**config.mk**
```make
export PLATFORM = sky130hd
export DESIGN_NAME = vga_fifo_ext_flat
export DESIGN_NICKNAME = d
export VERILOG_FILES = /design/src/rtl/vga_fifo_ext_if.sv /design/src/rtl/vga_fifo_ext.sv /design/src/flat_wrapper.sv
export SDC_FILE = /design/constraint.sdc
export NUM_CORES = 1
export LEC_CHECK = 0
export ABC_CLOCK_PERIOD_IN_PS = 10600
export CORE_MARGIN = 4
export CORE_UTILIZATION = 30
export CTS_CLUSTER_SIZE = 14
export DETAILED_ROUTE_END_ITERATION = 16
export HOLD_SLACK_MARGIN = 0.12
export PLACE_DENSITY = 0.56
export SLEW_MARGIN = 5
export SYNTH_ARGS = -nofsm -noshare
export SYNTH_HDL_FRONTEND = slang
export SYNTH_SLANG_ARGS = --single-unit
```
**constraint.sdc**
```tcl
create_clock -name clk -period 10.6 [get_ports clk]
set_input_delay 2.12 -clock clk [delete_from_list [all_inputs] [get_ports clk]]
set_output_delay 2.12 -clock clk [all_outputs]
set_load 0.05 [all_outputs]
```
**src/rtl/vga_fifo_ext_if.sv**
```systemverilog
// Handshake and status bundle between the VGA FIFO and its producer/consumer.
// The master side drives requests and write data; the slave side is the FIFO.
interface vga_fifo_ext_if #(
    parameter int WIDTH = 32,
    parameter int DEPTH = 6,
    parameter int CW    = $clog2(DEPTH + 1)
);
    logic             flush;
    logic             push;
    logic [WIDTH-1:0] din;
    logic             pop;
    logic             err_clr;
    logic [WIDTH-1:0] dout;
    logic             full;
    logic             empty;
    logic             almost_full;
    logic             almost_empty;
    logic [CW-1:0]    count;
    logic             overflow;
    logic             underflow;

    modport master (
        output flush, push, din, pop, err_clr,
        input  dout, full, empty, almost_full, almost_empty, count, overflow, underflow
    );

    modport slave (
        input  flush, push, din, pop, err_clr,
        output dout, full, empty, almost_full, almost_empty, count, overflow, underflow
    );
endinterface

```
**src/rtl/vga_fifo_ext.sv**
```systemverilog
// Show-ahead FIFO, any depth >= 2, with occupancy count, threshold flags, flush and sticky errors.
// dout has zero read latency; flags decode from the registered count; a push while full is taken only with a pop.
module vga_fifo_ext #(
    parameter int WIDTH     = 32,
    parameter int DEPTH     = 6,
    parameter int AFULL_TH  = DEPTH - 2,
    parameter int AEMPTY_TH = 2,
    parameter int CW        = $clog2(DEPTH + 1)
) (
    input  logic               clk,
    input  logic               reset,
    vga_fifo_ext_if.slave      bus
);
    localparam int PW = $clog2(DEPTH);

    logic [WIDTH-1:0] mem [DEPTH];
    logic [PW-1:0]    rd_ptr_q, rd_ptr_d;
    logic [PW-1:0]    wr_ptr_q, wr_ptr_d;
    logic [CW-1:0]    count_q, count_d;
    logic             overflow_q, overflow_d;
    logic             underflow_q, underflow_d;
    logic             full, empty, wen, ren;

    always_comb begin
        full  = (count_q == CW'(DEPTH));
        empty = (count_q == '0);
        wen   = bus.push & (~full | bus.pop);
        ren   = bus.pop & ~empty;

        rd_ptr_d = rd_ptr_q;
        wr_ptr_d = wr_ptr_q;
        count_d  = count_q;

        // Explicit wrap so non-power-of-two depths never alias.
        if (ren)
            rd_ptr_d = (rd_ptr_q == PW'(DEPTH - 1)) ? '0 : rd_ptr_q + 1'b1;
        if (wen)
            wr_ptr_d = (wr_ptr_q == PW'(DEPTH - 1)) ? '0 : wr_ptr_q + 1'b1;
        if (wen && !ren)
            count_d = count_q + 1'b1;
        else if (ren && !wen)
            count_d = count_q - 1'b1;

        if (bus.flush) begin
            rd_ptr_d = '0;
            wr_ptr_d = '0;
            count_d  = '0;
        end

        // A new error in the same cycle as err_clr keeps the flag set.
        overflow_d  = (overflow_q  & ~bus.err_clr) | (bus.push & full & ~bus.pop & ~bus.flush);
        underflow_d = (underflow_q & ~bus.err_clr) | (bus.pop & empty & ~bus.flush);
    end

    always_ff @(posedge clk) begin
        if (reset) begin
            rd_ptr_q    <= '0;
            wr_ptr_q    <= '0;
            count_q     <= '0;
            overflow_q  <= 1'b0;
            underflow_q <= 1'b0;
        end else begin
            rd_ptr_q    <= rd_ptr_d;
            wr_ptr_q    <= wr_ptr_d;
            count_q     <= count_d;
            overflow_q  <= overflow_d;
            underflow_q <= underflow_d;
        end
    end

    always_ff @(posedge clk) begin
        if (!reset && !bus.flush && wen)
            mem[wr_ptr_q] <= bus.din;
    end

    assign bus.dout         = mem[rd_ptr_q];
    assign bus.full         = full;
    assign bus.empty        = empty;
    assign bus.almost_full  = (count_q >= CW'(AFULL_TH));
    assign bus.almost_empty = (count_q <= CW'(AEMPTY_TH));
    assign bus.count        = count_q;
    assign bus.overflow     = overflow_q;
    assign bus.underflow    = underflow_q;
endmodule

```
**src/flat_wrapper.sv**
```systemverilog
// flat-port wrapper written by rule: the top's interface ports become plain ports
module vga_fifo_ext_flat 
#(
    parameter int WIDTH     = 32,
    parameter int DEPTH     = 6,
    parameter int AFULL_TH  = DEPTH - 2,
    parameter int AEMPTY_TH = 2,
    parameter int CW        = $clog2(DEPTH + 1)
)
  (clk, reset, bus_flush, bus_push, bus_din, bus_pop, bus_err_clr, bus_dout, bus_full, bus_empty, bus_almost_full, bus_almost_empty, bus_count, bus_overflow, bus_underflow);
  vga_fifo_ext_if #(.WIDTH(WIDTH), .DEPTH(DEPTH), .CW(CW)) bus_i ();
  input  logic clk;
  input  logic reset;
  input wire logic [$bits(bus_i.flush)-1:0] bus_flush;
  input wire logic [$bits(bus_i.push)-1:0] bus_push;
  input wire logic [$bits(bus_i.din)-1:0] bus_din;
  input wire logic [$bits(bus_i.pop)-1:0] bus_pop;
  input wire logic [$bits(bus_i.err_clr)-1:0] bus_err_clr;
  output wire logic [$bits(bus_i.dout)-1:0] bus_dout;
  output wire logic [$bits(bus_i.full)-1:0] bus_full;
  output wire logic [$bits(bus_i.empty)-1:0] bus_empty;
  output wire logic [$bits(bus_i.almost_full)-1:0] bus_almost_full;
  output wire logic [$bits(bus_i.almost_empty)-1:0] bus_almost_empty;
  output wire logic [$bits(bus_i.count)-1:0] bus_count;
  output wire logic [$bits(bus_i.overflow)-1:0] bus_overflow;
  output wire logic [$bits(bus_i.underflow)-1:0] bus_underflow;
  assign bus_i.flush = bus_flush;
  assign bus_i.push = bus_push;
  assign bus_i.din = bus_din;
  assign bus_i.pop = bus_pop;
  assign bus_i.err_clr = bus_err_clr;
  assign bus_dout = bus_i.dout;
  assign bus_full = bus_i.full;
  assign bus_empty = bus_i.empty;
  assign bus_almost_full = bus_i.almost_full;
  assign bus_almost_empty = bus_i.almost_empty;
  assign bus_count = bus_i.count;
  assign bus_overflow = bus_i.overflow;
  assign bus_underflow = bus_i.underflow;
  vga_fifo_ext #(.WIDTH(WIDTH), .DEPTH(DEPTH), .AFULL_TH(AFULL_TH), .AEMPTY_TH(AEMPTY_TH), .CW(CW)) u_core (.clk(clk), .reset(reset), .bus(bus_i));
endmodule
```
==> run metrics, run 1 <==
vias per inst=between 4 and 5; register area share after synthesis=0.752; worst vdd ir=86.2 uV; Detailed Place HPWL=approximately 9700 microns; Mapped Cells=375; Post-CTS Setup Inserts=0; FF+latch count, synth=206; Req. time, crit path=8480 ps; # fillers=2,372; share of cells above drive strength 1=0.236; CTS Buf Count=23; H-tree levels=1; Switch Pwr=0.372 mW; MaxCap Viol Count=0; number of DRC markers in iteration 0=296; CTS tree=done; core area=~26,000 sq um; dominant cells by area after synthesis=edfxtp_1 (72%), mux4_2 (9.0%), mux2_1 (5.7%); antenna diode count=0; Synth area leader=edfxtp_1; Seq pwr share=0.503; CP Class=reg2out; vias in the first global route=4,084; Sink Count=approximately 210; Worst Skew=7.86 ps; gr usage total=0.109; Top delay family on crit path=flip-flops; DRC violations left=0; FP Rows=59; DR WL/cell=19.7 microns; clock share of power=0.436; initial antenna violation count=0; power per cell area=179 nW/um^2; hold_buf cts=0; final hold vios=0; # setup viols final=0; crit-path cells=mux2_1 -> mux4_2 -> clkdlybuf4s50_1; slowest CP cell=dfxtp_4; Synth Cell Area=roughly 8000 sq um; Vias=3,818; Post-synth EDFFs=192; Final ANT Viol Nets=0; fin util=0.382; Post-Syn Area per Cell=21.4 sq um; library cells used by synthesis=35; post-CTS resize count=0; Worst Hold Class=reg2reg; ys async rst share=0; sequential cell area=6050 sq um; die width=172 microns; clk root buf=clkbuf_16; Logic pwr share=0.061; area grow syn2layout=24.5%; syn nets=415; global route total overflow=0; nets@finish=512; first-pass GRT wire length=~24,000 microns; multi-input logic area=approximately 1900 sq um; most frequent cells in the layout=edfxtp_1 (192), clkdlybuf4s50_1 (78), mux2_1 (41); DIE AREA=29,500 sq um; Routed WL=16,200 microns; Final Total Pwr=1.79 mW; Yosys warnings=0; Final period util=0.501; Peak Freq=188 MHz; Critical Path Source Type=flip-flop; PortBufs=78; Max transition margin=0.287; Crit path largest cell delay=1010 ps; Final TNS setup=0 ps; Longest Clk Path Bufs=3; Max FO, Critical Path=64; initial core utilization=0.307; status=finished, final reports clean; clk_lat worst skew=490 ps; RD Place Congestion=0.667; Internal Power=between 1 and 1.5 mW; Least-Margin Pin Slew=around 1100 ps; Die H=172 microns; Pleak=~3.2 nW; Tmin final=5310 ps; Post-synth top flop=edfxtp_1; Slew Limit Fails=0; Worst setup EP type=primary output; Ports=79; post-synth top area share=0.717; Buf/Inv on CP=1; worst hold margin=474 ps; largest net degree at the start of global routing=65; leading cell type in the layout, fill and taps excluded=edfxtp_1; router iterations before antenna repair=4; RSZ-0062 raised after global routing=no; Data arrival, critical path=3190 ps; Switching Share=0.207; clk slew on worst S/H paths=around 60 ps
## metal layers
layer / global-route usage / routed length [microns] / vias to the layer above
met5: 0 / 0 / -
li1: - / - / 1726
met1: 0.142 / 7110 / 1983
met2: 0.188 / 8050 / 85
met3: 0.0237 / 710 / 24
met4: 0.0262 / 342 / 0
## power groups by stage
stage                     combinational [mW]  clock (mW)  sequential, mW
after detailed placement               0.111           0           0.918
final                                  0.109       0.782           0.901
after global placement                 0.107           0           0.918
after floorplan                       0.0606           0           0.920
after global routing                   0.116       0.840           0.901
after CTS                              0.111       0.808           0.901
## logic make-up after synthesis
group	count (synthesis)	synth area share
flops	206	0.752
simple gates	32	0.0240
compound gates	15	0.0107
buf+inv	20	0.0168
mux	97	0.189
fa+ha+maj	2	0.00405
xor+xnor	3	0.00327
## cells in the mapped netlist, drive strengths merged, types with 3 or more instances
master	number
o21ai	3
nand2	4
buf	13
or3	4
edfxtp	192
mux2	64
dfxtp	14
mux4	32
clkbuf	5
a21oi	8
nor3	3
xor2	3
nand2b	3
nor2	7
## registers in the layout (all words and copies together), names as in the netlist, named ones only
register / count
u_core.bus.count: 3
u_core.rd_ptr_q: 3
u_core.wr_ptr_q: 3
u_core.bus.underflow: 1
u_core.mem: 192
u_core.bus.overflow: 1
## stage by stage
step	setup WS [ps]	instances	instance area (sq um)
6_report	5290	823	10000
4_1_cts	5210	823	10000
2_1_floorplan	4250	375	8040
5_1_grt	5130	823	10000
3_5_place_dp	5760	782	9260
3_3_place_gp	5780	782	9260
## layout make-up
cell class                      instances  area share
Clock buffer                           26      0.0596
Timing Repair Buffer                   90      0.0870
Sequential cell                       206       0.604
Multi-Input combinational cell        149       0.190
Tap cell                              335      0.0419
Clock inverter                         15      0.0162
Inverter                                2    0.000750
## worst min-delay path: stages (launching register included)
cell	delay (ps)
dfxtp_1	310
nand2b_1	60
a21oi_1	50
## path summary, 6_finish.rpt
kind | start | end | slack (ps) | depth (start not counted)
setup / recovery | flip-flop | bus_dout[15] | 5290 | 3
hold / removal | u_core.bus.overflow | u_core.bus.overflow | 470 | 2
hold reg to reg | u_core.bus.overflow | u_core.bus.overflow | 470 | 2
setup reg to reg | u_core.bus.count[0] | u_core.mem[5][0] | 8260 | 4
(Power assumes the default switching activity.)
==> run 2, diff against run 1 <==
Settings changed: ABC_CLOCK_PERIOD_IN_PS 10600 to 5450.
Clock period 10.6 ns to 5.45 ns, I/O delays scaled along.
==> run 2 against run 1 <==
  * Combinational power is 94% higher
  * Core utilization is 0.11 points lower
  * Critical endpoint is now bus_dout[5]
  * Total power is 92% higher
  * Cell count is 0.12% lower
  * Sequential share of layout area is 0.17 points higher
  * Critical path depth stayed put
  * Worst hold slack worse by 6.8 ps
  * Largest power group unchanged
==> run metrics, run 2 (synthesis gave the netlist of run 1 again) <==
status=finished, final reports clean; crit-path cells=mux2_1 -> mux4_2 -> clkdlybuf4s50_1; Critical Path End=bus_dout[5]; die width=172 microns (unchanged); H-tree levels=1 (unchanged); PortBufs=78 (unchanged); Vias=3,849 (+0.81%); Setup WS post-layout=1180 ps (-4110 ps); DIE AREA=29,500 sq um (unchanged); Final TNS setup=0 ps (unchanged); core area=26,200 sq um (unchanged); hold_buf cts=0 (unchanged); Buf/Inv on CP=1 (unchanged); met2 wire length=8210 microns (+2.0%); vias per inst=4.68 (+0.93%); CTS tree=done; Most flops, register=u_core.mem; hold path depth=2 (unchanged); vias in the first global route=4,207 (+3.0%); wire length on met3=625 microns (-12%); most frequent cells in the layout=edfxtp_1 (192), clkdlybuf4s50_1 (78), mux2_1 (41); met1 wire length=7240 microns (+1.9%); initial core utilization=0.307 (unchanged); worst vdd ir=156 uV (+81%); hold_sp=u_core.rd_ptr_q[1]; Crit path largest cell delay=1040 ps (+30 ps); DR WL/cell=19.9 microns (+1.2%); router iterations before antenna repair=4 (unchanged); Ports=79 (unchanged); clk slew on worst S/H paths=60 ps (about the same); gr usage total=0.113 (+0.00379); Longest Clk Path Bufs=3 (unchanged); DRC violations left=0 (unchanged); Worst Reg-to-Reg Cells=4 (unchanged); DP Worst Slack=1640 ps (-4120 ps); R2R Setup Slk=3090 ps (-5170 ps); Detailed Place HPWL=9870 microns (+2.0%); Top delay family on crit path=flip-flops; MaxCap Viol Count=0 (unchanged); Final Total Pwr=3.44 mW (+92%); WP depth=3 (unchanged); Final period util=0.783; global route total overflow=0 (unchanged); slowest CP cell=dfxtp_4; CP Class=reg2out; Tmin final=4270 ps; Peak Freq=234 MHz; area grow syn2layout=24.2%; RR Endpoint=u_core.mem[5][7]; Least-Margin Pin Slew=1060 ps (-7.40 ps); Pleak=3.15 nW (-0.72%); largest net degree at the start of global routing=65 (unchanged); RD Place Congestion=0.686 (+2.9%); max reg flops=192 (unchanged); Routed WL=16,400 microns (+1.1%); Max transition margin=0.292 (+0.00493); Final ANT Viol Nets=0 (unchanged); Finished Cell Area=9990 sq um (-0.27%); Critical Path Source Type=flip-flop; number of DRC markers in iteration 0=184 (-38%); Req. time, crit path=4360 ps (-4120 ps); clk_lat worst skew=480 ps (about the same); Die H=172 microns (unchanged); Post-CTS Setup Inserts=0 (unchanged); Worst Hold Class=reg2reg; final hold vios=0 (unchanged); Worst Skew=6.35 ps (-1.51 ps); FP Rows=59 (unchanged); antenna diode count=0 (unchanged); DP Cell Count=783 (+0.13%); clk root buf=clkbuf_16; non-filler cells in the finished layout=822 (-0.12%); leading cell type in the layout, fill and taps excluded=edfxtp_1; Slew Limit Fails=0 (unchanged); Max Used Layer=met4; Area after DPL=9260 sq um (about the same); first-pass GRT wire length=25,100 microns (+3.8%); power per cell area=344 nW/um^2 (+93%); share of cells above drive strength 1=0.220 (-0.0159); Sink Count=206 (unchanged); # setup viols final=0 (unchanged); nets@finish=513 (+0.20%); Max FO, Critical Path=64 (unchanged); RSZ-0062 raised after global routing=no; initial antenna violation count=0 (unchanged); r2r startpoint=u_core.bus.count[0]; post-CTS resize count=0 (unchanged); Data arrival, critical path=3180 ps (about the same); CTS Buf Count=23 (unchanged); Worst setup EP type=primary output
-- run 2: cell type report --
| cell class | count | area, sq um |
|---|---|---|
| Sequential cell | 206 | 6050 |
| Timing Repair Buffer | 91 | 878 |
| Multi-Input combinational cell | 149 | 1910 |
| Inverter | 2 | 7.51 |
| Clock buffer | 26 | 587 |
| Clock inverter | 13 | 138 |
| Fill cell | 2359 | 16200 |
| Tap cell | 335 | 419 |
-- run 2: worst min path at each step --
| stage | to | slack (ps) |
|---|---|---|
| after floorplan | flip-flop | 450 |
| after global placement | flip-flop | 460 |
| after detailed placement | flip-flop | 470 |
| after CTS | flip-flop | 470 |
| after global routing | flip-flop | 500 |
| final | flip-flop | 470 |
-- run 2: through the flow --
stage | hold WS [ps] | utilization
finish | 467 | 0.381
floorplan | 454 | -
detailed placement | 466 | 0.353
CTS | 475 | 0.381
global route | 500 | 0.381
global placement | 456 | 0.353
-- run 2: routing by layer --
metal  GRT usage  vias to the layer above
met5           0                        -
met4      0.0269                        0
met3      0.0216                       19
met2       0.196                       85
met1       0.147                     2013
li1            -                     1732
-- run 2: worst reg2reg max path, cell delays in order, from the launching register on --
cell and delay (ps):
dfxtp_1 550, nand4bb_1 240, nand4_1 210, nor2_4 590, buf_4 430
-- run 2: report_power, final --
group	internal [mW]	switching [mW]	total, mW
combinational	0.0899	0.121	0.211
clock	0.909	0.566	1.47
sequential	1.74	0.0128	1.75
==> run 3, diff against run 2 <==
Settings changed: ABC_CLOCK_PERIOD_IN_PS 5450 to 4100.
Clock period 5.45 ns to 4.1 ns, I/O delays scaled along.
==> run 3 against run 2 <==
  * Count of clock-buffer cells in the layout stayed put
  * Sequential share of layout area is 0.068 points lower
  * First-iteration DRC count is 13% higher
  * Highest routed layer unchanged
==> run metrics, run 3 (synthesis gave the netlist of run 1 again) <==
status=finished, final reports clean; RD Place Congestion=0.669 (-2.5%); Final period util=0.923; Longest Clk Path Bufs=3 (unchanged); Critical Path Source Type=flip-flop; MaxCap Viol Count=0 (unchanged); largest net degree at the start of global routing=33 (-49%); clk root buf=clkbuf_16; number of DRC markers in iteration 0=207 (+13%); CTS Buf Count=23 (unchanged); initial antenna violation count=0 (unchanged); Pleak=3.14 nW (-0.25%); Least-Margin Pin Slew=649 ps (-413 ps); CTS tree=done; clk slew on worst S/H paths=60 ps (about the same); antenna diode count=0 (unchanged); Final TNS setup=0 ps (unchanged); DIE AREA=29,500 sq um (unchanged); FP Rows=59 (unchanged); max reg flops=192 (unchanged); Worst Skew=16.1 ps (+9.79 ps); Worst Hold Class=reg2reg; Die H=172 microns (unchanged); vias in the first global route=4,219 (+0.29%); Slew Limit Fails=0 (unchanged); CP Class=reg2out; final hold vios=0 (unchanged); share of cells above drive strength 1=0.223 (+0.00319); Final ANT Viol Nets=0 (unchanged); worst vdd ir=243 uV (+56%); initial core utilization=0.307 (unchanged); Post-CTS Setup Inserts=0 (unchanged); first-pass GRT wire length=24,800 microns (-1.2%); PortBufs=78 (unchanged); vias per inst=4.62 (-1.4%); DRC violations left=0 (unchanged); Vias=3,805 (-1.1%); H-tree levels=1 (unchanged); leading cell type in the layout, fill and taps excluded=edfxtp_1; Most flops, register=u_core.mem; hold_buf cts=0 (unchanged); area grow syn2layout=24.3%; Max FO, Critical Path=25 (-61%); Worst setup EP type=primary output; gr usage total=0.111 (-0.00158); Tmin final=between 3000 and 4000 ps; Req. time, crit path=3280 ps (-1080 ps); power per cell area=446 nW/um^2 (+29%); nets@finish=513 (unchanged); Detailed Place HPWL=9280 microns (-6.0%); post-CTS resize count=0 (unchanged); DP Worst Slack=781 ps (-863 ps); Peak Freq=roughly 260 MHz; # setup viols final=0 (unchanged); Ports=79 (unchanged); Routed WL=16,200 microns (-1.4%); most frequent cells in the layout=edfxtp_1 (192), clkdlybuf4s50_1 (78), mux2_1 (41); global route total overflow=0 (unchanged); Max transition margin=0.566 (+0.274); clk_lat worst skew=490 ps (about the same); RSZ-0062 raised after global routing=no; DR WL/cell=19.6 microns (-1.7%); die width=172 microns (unchanged); router iterations before antenna repair=4 (unchanged); Setup WS post-layout=315 ps (-865 ps); core area=26,200 sq um (unchanged); Sink Count=206 (unchanged); Data arrival, critical path=2960 ps (-220 ps)
run 3: changes by cell type in the layout (fill, tap and decap cells not counted), sizes merged:
cell,before,now
bufinv,3,1
clkinv,8,12
inv,3,2
clkinvlp,1,2
run 3: per-stage QoR:
step	instances	hold WS, ps	util	total power [mW]	instance area (sq um)
2_1_floorplan	375	454	-	2.54	8060
3_3_place_gp	783	457	0.356	2.65	9320
3_5_place_dp	783	477	0.356	2.66	9320
4_1_cts	824	487	0.382	4.52	10000
5_1_grt	824	507	0.382	4.63	10000
6_report	824	477	0.382	4.46	10000
run 3: path summary, 6_finish.rpt:
| check | from | to | slack, ps | cells after the start |
|---|---|---|---|---|
| worst max-delay path | flip-flop | bus_dout[21] | 320 | 4 |
| worst min-delay path | u_core.bus.underflow | u_core.bus.underflow | 480 | 2 |
| worst max register to register | u_core.bus.count[0] | u_core.mem[3][3] | 1720 | 4 |
| worst min register to register | u_core.bus.underflow | u_core.bus.underflow | 480 | 2 |
run 3: layout make-up:
type                            count  area (sq um)
Fill cell                        2349         16200
Inverter                            2          7.51
Clock buffer                       26           587
Sequential cell                   206          6050
Multi-Input combinational cell    149          1920
Clock inverter                     15          93.8
Tap cell                          335           419
Timing Repair Buffer               91           916
run 3: where the power goes:
part	switching (mW)	internal, mW
combinational	0.160	0.120
clock	0.762	1.08
sequential	0.0158	2.31
run 3: critical path, cell delays in order (launching register included):
cell and delay, ps:
dfxtp_4 600, buf_4 300, mux2_2 360, mux4_2 470, clkdlybuf4s50_1 730
run 3: layer usage:
layer	vias up	global-route usage	part of all wire
li1	1732	-	-
met1	1961	0.140	0.43
met2	90	0.197	0.51
met3	22	0.0221	0.039
met4	0	0.0289	0.023
met5	-	0	0
